==> config.mk <==
export PLATFORM = sky130hd
export DESIGN_NAME = regfile_sb
export DESIGN_NICKNAME = d
export VERILOG_FILES = /design/src/rtl/regfile_sb.sv
export SDC_FILE = /design/constraint.sdc
export NUM_CORES = 2
export LEC_CHECK = 0
export CAP_MARGIN = 20
export CORE_ASPECT_RATIO = 1.75
export CORE_MARGIN = 2
export CORE_UTILIZATION = 60
export DETAILED_ROUTE_END_ITERATION = 6
export PLACE_DENSITY = 0.77
export SLEW_MARGIN = 20
export SYNTH_ARGS = -nofsm -noshare
export SYNTH_HDL_FRONTEND = slang
export SYNTH_SLANG_ARGS = --single-unit
==> constraint.sdc <==
create_clock -name clk -period 3.92 [get_ports clk]
set_input_delay 0.784 -clock clk [delete_from_list [all_inputs] [get_ports clk]]
set_output_delay 0.784 -clock clk [all_outputs]
set_load 0.01 [all_outputs]
==> src/rtl/regfile_sb.sv <==
// regfile_sb: 32x32 integer register file with a pending-write scoreboard and stall detection
module regfile_sb #(
   parameter int DATA_W  = 32,
   parameter int ADDR_W  = 5,
   parameter int REG_NUM = 32
) (
   input  logic              clk,
   input  logic              rst_n,
   input  logic [ADDR_W-1:0] reg1_raddr_i,
   input  logic              reg1_re_i,
   output logic [DATA_W-1:0] reg1_rdata_o,
   input  logic [ADDR_W-1:0] reg2_raddr_i,
   input  logic              reg2_re_i,
   output logic [DATA_W-1:0] reg2_rdata_o,
   input  logic              issue_i,
   input  logic              issue_we_i,
   input  logic [ADDR_W-1:0] issue_waddr_i,
   input  logic              wb_we_i,
   input  logic [ADDR_W-1:0] wb_waddr_i,
   input  logic [DATA_W-1:0] wb_wdata_i,
   output logic              hazard_o
);
   logic [DATA_W-1:0]  r_regs [REG_NUM];
   logic [REG_NUM-1:0] r_pend;
   logic               w_wb_wr;
   logic               w_issue_set;
   logic               w_byp1;
   logic               w_byp2;
   logic               w_src1_stall;
   logic               w_src2_stall;

   assign w_wb_wr     = wb_we_i && (wb_waddr_i != '0);
   assign w_issue_set = issue_i && issue_we_i && (issue_waddr_i != '0);
   assign w_byp1      = wb_we_i && (wb_waddr_i == reg1_raddr_i);
   assign w_byp2      = wb_we_i && (wb_waddr_i == reg2_raddr_i);

   // register storage: write-back updates any register except x0
   always_ff @(posedge clk or negedge rst_n) begin
      if (!rst_n) begin
         for (int i = 0; i < REG_NUM; i++) r_regs[i] <= '0;
      end else if (w_wb_wr) begin
         r_regs[wb_waddr_i] <= wb_wdata_i;
      end
   end

   // scoreboard: write-back clears, issue sets; the later assignment lets a same-address issue win
   always_ff @(posedge clk or negedge rst_n) begin
      if (!rst_n) begin
         r_pend <= '0;
      end else begin
         if (w_wb_wr) r_pend[wb_waddr_i] <= 1'b0;
         if (w_issue_set) r_pend[issue_waddr_i] <= 1'b1;
      end
   end

   // read ports: disabled/x0 read zero, a same-cycle write-back is forwarded
   always_comb begin
      reg1_rdata_o = (!reg1_re_i || reg1_raddr_i == '0) ? '0 :
                     w_byp1 ? wb_wdata_i : r_regs[reg1_raddr_i];
      reg2_rdata_o = (!reg2_re_i || reg2_raddr_i == '0) ? '0 :
                     w_byp2 ? wb_wdata_i : r_regs[reg2_raddr_i];
   end

   // stall when an enabled non-zero source is pending and not being written back right now
   always_comb begin
      w_src1_stall = reg1_re_i && (reg1_raddr_i != '0) && r_pend[reg1_raddr_i] && !w_byp1;
      w_src2_stall = reg2_re_i && (reg2_raddr_i != '0) && r_pend[reg2_raddr_i] && !w_byp2;
      hazard_o     = w_src1_stall || w_src2_stall;
   end
endmodule

==> results.md <==
* Root buffer cell: clkbuf_16
* Critical path launch point type: input pin
* Crit-path slowest cell: a22o_2
* Drt pass-1 iters at 5
* Largest area contributor in the netlist: dfrtp_1
* RSZ-0062 raised after global routing: false
* Post-DP Area at 61800 um2
* Fin crit share at 1.00
* Tot GR Track Use at 0.424
* Number of synthesized flops with an enable pin at 0
* Global placement routability congestion at 0.938
* Syn Inst Count at 3758
* Relative slew slack at 0.444
* Worst Path Arrival at 3.14 ns
* Syn nets at 3817
* Main synth FF type: dfrtp_1
* CTS Sinks at 1056
* I/O pins at 124
* Req. time, crit path at 3.14 ns
* DRT iter0 DRCs at 4919
* Max frequency at 255 MHz
* Share of layout cells above drive strength 1 at 0.550
* Avg Inst Size Synth at 14.8 um2
* Max Buffers Root-to-Sink at 3
* Vias in the first global route at 42106
* DR vias at 40103
* Count leader, synth: dfrtp_1
* Total gr overflow at 0
* Seq/Total Area, Yosys at 0.474
* Syn-to-layout area delta at 18.8%
* CTS tree: done
* I/O Buffers at 123
* Area contributors post-synth: dfrtp_1 47%, mux2_2 20%, mux4_2 19%
* Worst path most repeated cell: buf_4
* Post-DR wirelength/cell at 37.2 um
* Core box area at 92000 um2
* Drt drc at 0
* Final Instance Area at 66200 um2
* Final HPWL DP at 127000 um
* Die Width at 234 um
* CTS H-Tree Depth at 3
* Worst Skew at 0 ns
* Worst Setup Path Type: input pin to primary output
* Leak at 29.3 nW
* Die extent in y at 407 um
* Initial Utilization at 0.606
* FF-to-FF path depth at 1
* Num CTS Buffers at 97
* Vias per cell at 7.52
* Hold-fix buffers, CTS at 0
* Final WS setup at 0.000440 ns
* Clock slew seen by the registers of the worst setup and hold paths at 0.06 ns
* CP Max Fanout at 10
* Detail Route Antenna Nets at 0
* Clock latency on the worst-skew pair at 0.70 ns
* FFs w/ async S/R, synth at 1.00
* Final Hold Viols at 0
* Status: finished, final reports clean
* Post-synth top area share at 0.474
* First-pass GRT wire length at 288000 um
* CP top delay family: buffers and inverters
* Ys Warns at 0
* Max-Cap Viols at 0
* Maximum VDD drop at 407 uV
* Pre-CTS WS at -0.608 ns
* Fin. max-slew vios at 0
* Crit path depth at 9
* Synthesized area at 55700 um2
* # setup viols final at 0
* Row cnt at 147
* CP cell instances: buf_2 > buf_4 > nand3b_1 > buf_4 > o221ai_1 > a211oi_1 > a21oi_1 > a22o_2 > dlygate4sd2_1
* Nets@finish at 4116
* Initial antenna violation count at 4
* Die footprint at 95400 um2
* Number of distinct library cells after synthesis at 52
* CP bufs+invs at 4
* Min Clock Period, post-route at 3.92 ns
* WL final at 198000 um
* Worst Max-Slew Pin Slew at 0.834 ns
* Cell Pwr Density at 488 nW/um2
* Crit. End Element: primary output
* Largest net degree at the start of global routing at 118
* Class of the worst hold path: input pin to asynchronous set/reset pin
* Flops & latches, synth at 1056
* CP max stage delay at 0.35 ns
* Top cells by count, synth: 1056 x dfrtp_1, 992 x mux2_2, 469 x mux4_2, 247 x clkbuf_1, 164 x o22ai_1
-- path summary, 6_finish.rpt --
path,startpoint,end,slack [ns]
worst max-delay path,reg1_raddr_i[2],reg1_rdata_o[30],0.0004
worst min-delay path,rst_n,r_regs[815]$_DFFE_PN0P_,0.11
worst max register to register,r_regs[746]$_DFFE_PN0P_,r_regs[746]$_DFFE_PN0P_,3.09
worst min register to register,r_regs[996]$_DFFE_PN0P_,r_regs[996]$_DFFE_PN0P_,0.40
max in group asynchronous,rst_n,r_regs[513]$_DFFE_PN0P_,2.66
min in group clk,r_regs[996]$_DFFE_PN0P_,r_regs[996]$_DFFE_PN0P_,0.40
-- power breakdown --
part	switching (mW)	total, mW	internal [mW]
Combinational	3.05	7.28	4.22
Sequential	1.62	14.6	13.0
Clock	4.41	10.4	6.01
-- placed cells by master, fill, tap and decap left out, drive strengths merged, types with 22 or more instances in the layout --
master         Yosys  routed
dlygate4sd2        0      40
mux2i            123     123
nor2              81      81
a22oi             42      42
dfrtp           1056    1056
a22o              57      57
a32o              40      40
a211oi            52      52
o221ai            30      30
a21oi             22      22
mux4             469     469
nand2             58      58
mux2             992     992
clkdlybuf4s50      0      47
o22ai            164     164
clkbuf           247     144
buf              196     531
-- stage by stage --
stage	TNS, ns	hold WS [ns]	util	std cells	power (mW)
2_1_floorplan	0	0.441	-	3758	18.9
3_3_place_gp	-18.19	0.376	0.672	5110	21.3
3_5_place_dp	-19.20	0.383	0.672	5110	21.7
4_1_cts	-0.166	0.103	0.717	5320	32.1
5_1_grt	0	0.133	0.720	5331	33.3
6_report	0	0.110	0.720	5335	32.3
-- layer usage --
metal | up-vias | track usage | part of all wire
met2 | 2913 | 0.641 | 0.47
met1 | 20992 | 0.516 | 0.33
li1 | 15251 | - | -
met4 | 2 | 0.339 | 0.098
met3 | 945 | 0.109 | 0.11
met5 | - | 0 | 0.000066
-- layout make-up --
| cell class | count | area, um2 |
|---|---|---|
| repair buffers | 643 | 6890 |
| clock buffers | 142 | 2910 |
| diodes | 5 | 12.5 |
| flip-flops and latches | 1056 | 26400 |
| fillers | 5804 | 25700 |
| well taps | 1192 | 1490 |
| clock inverters | 38 | 543 |
| multi-input cells | 2244 | 27900 |
| inverters | 15 | 56.3 |
-- state kept, by name, summed over array words and instances (netlist names) --
register,flops
r_pend,32
r_regs,1024
-- what timing repair did --
| item | CTS | global route |
|---|---|---|
| cloned | 4 | 0 |
| buffers inserted | 26 | 10 |
| endpoints found under the setup margin | 65 | 40 |
| resized for setup | 150 | 55 |
| pin swaps | 10 | 9 |
-- cell families after synthesis --
| kind of cell | synth area share |
|---|---|
| AOI/OAI and AO/OA | 0.0579 |
| xor gates and xnor gates | 0.00157 |
| buffers and inverters | 0.0360 |
| DFF | 0.474 |
| muxes | 0.412 |
| and+or+nand+nor | 0.0181 |
Note: power is estimated with default switching activity, not from simulation.
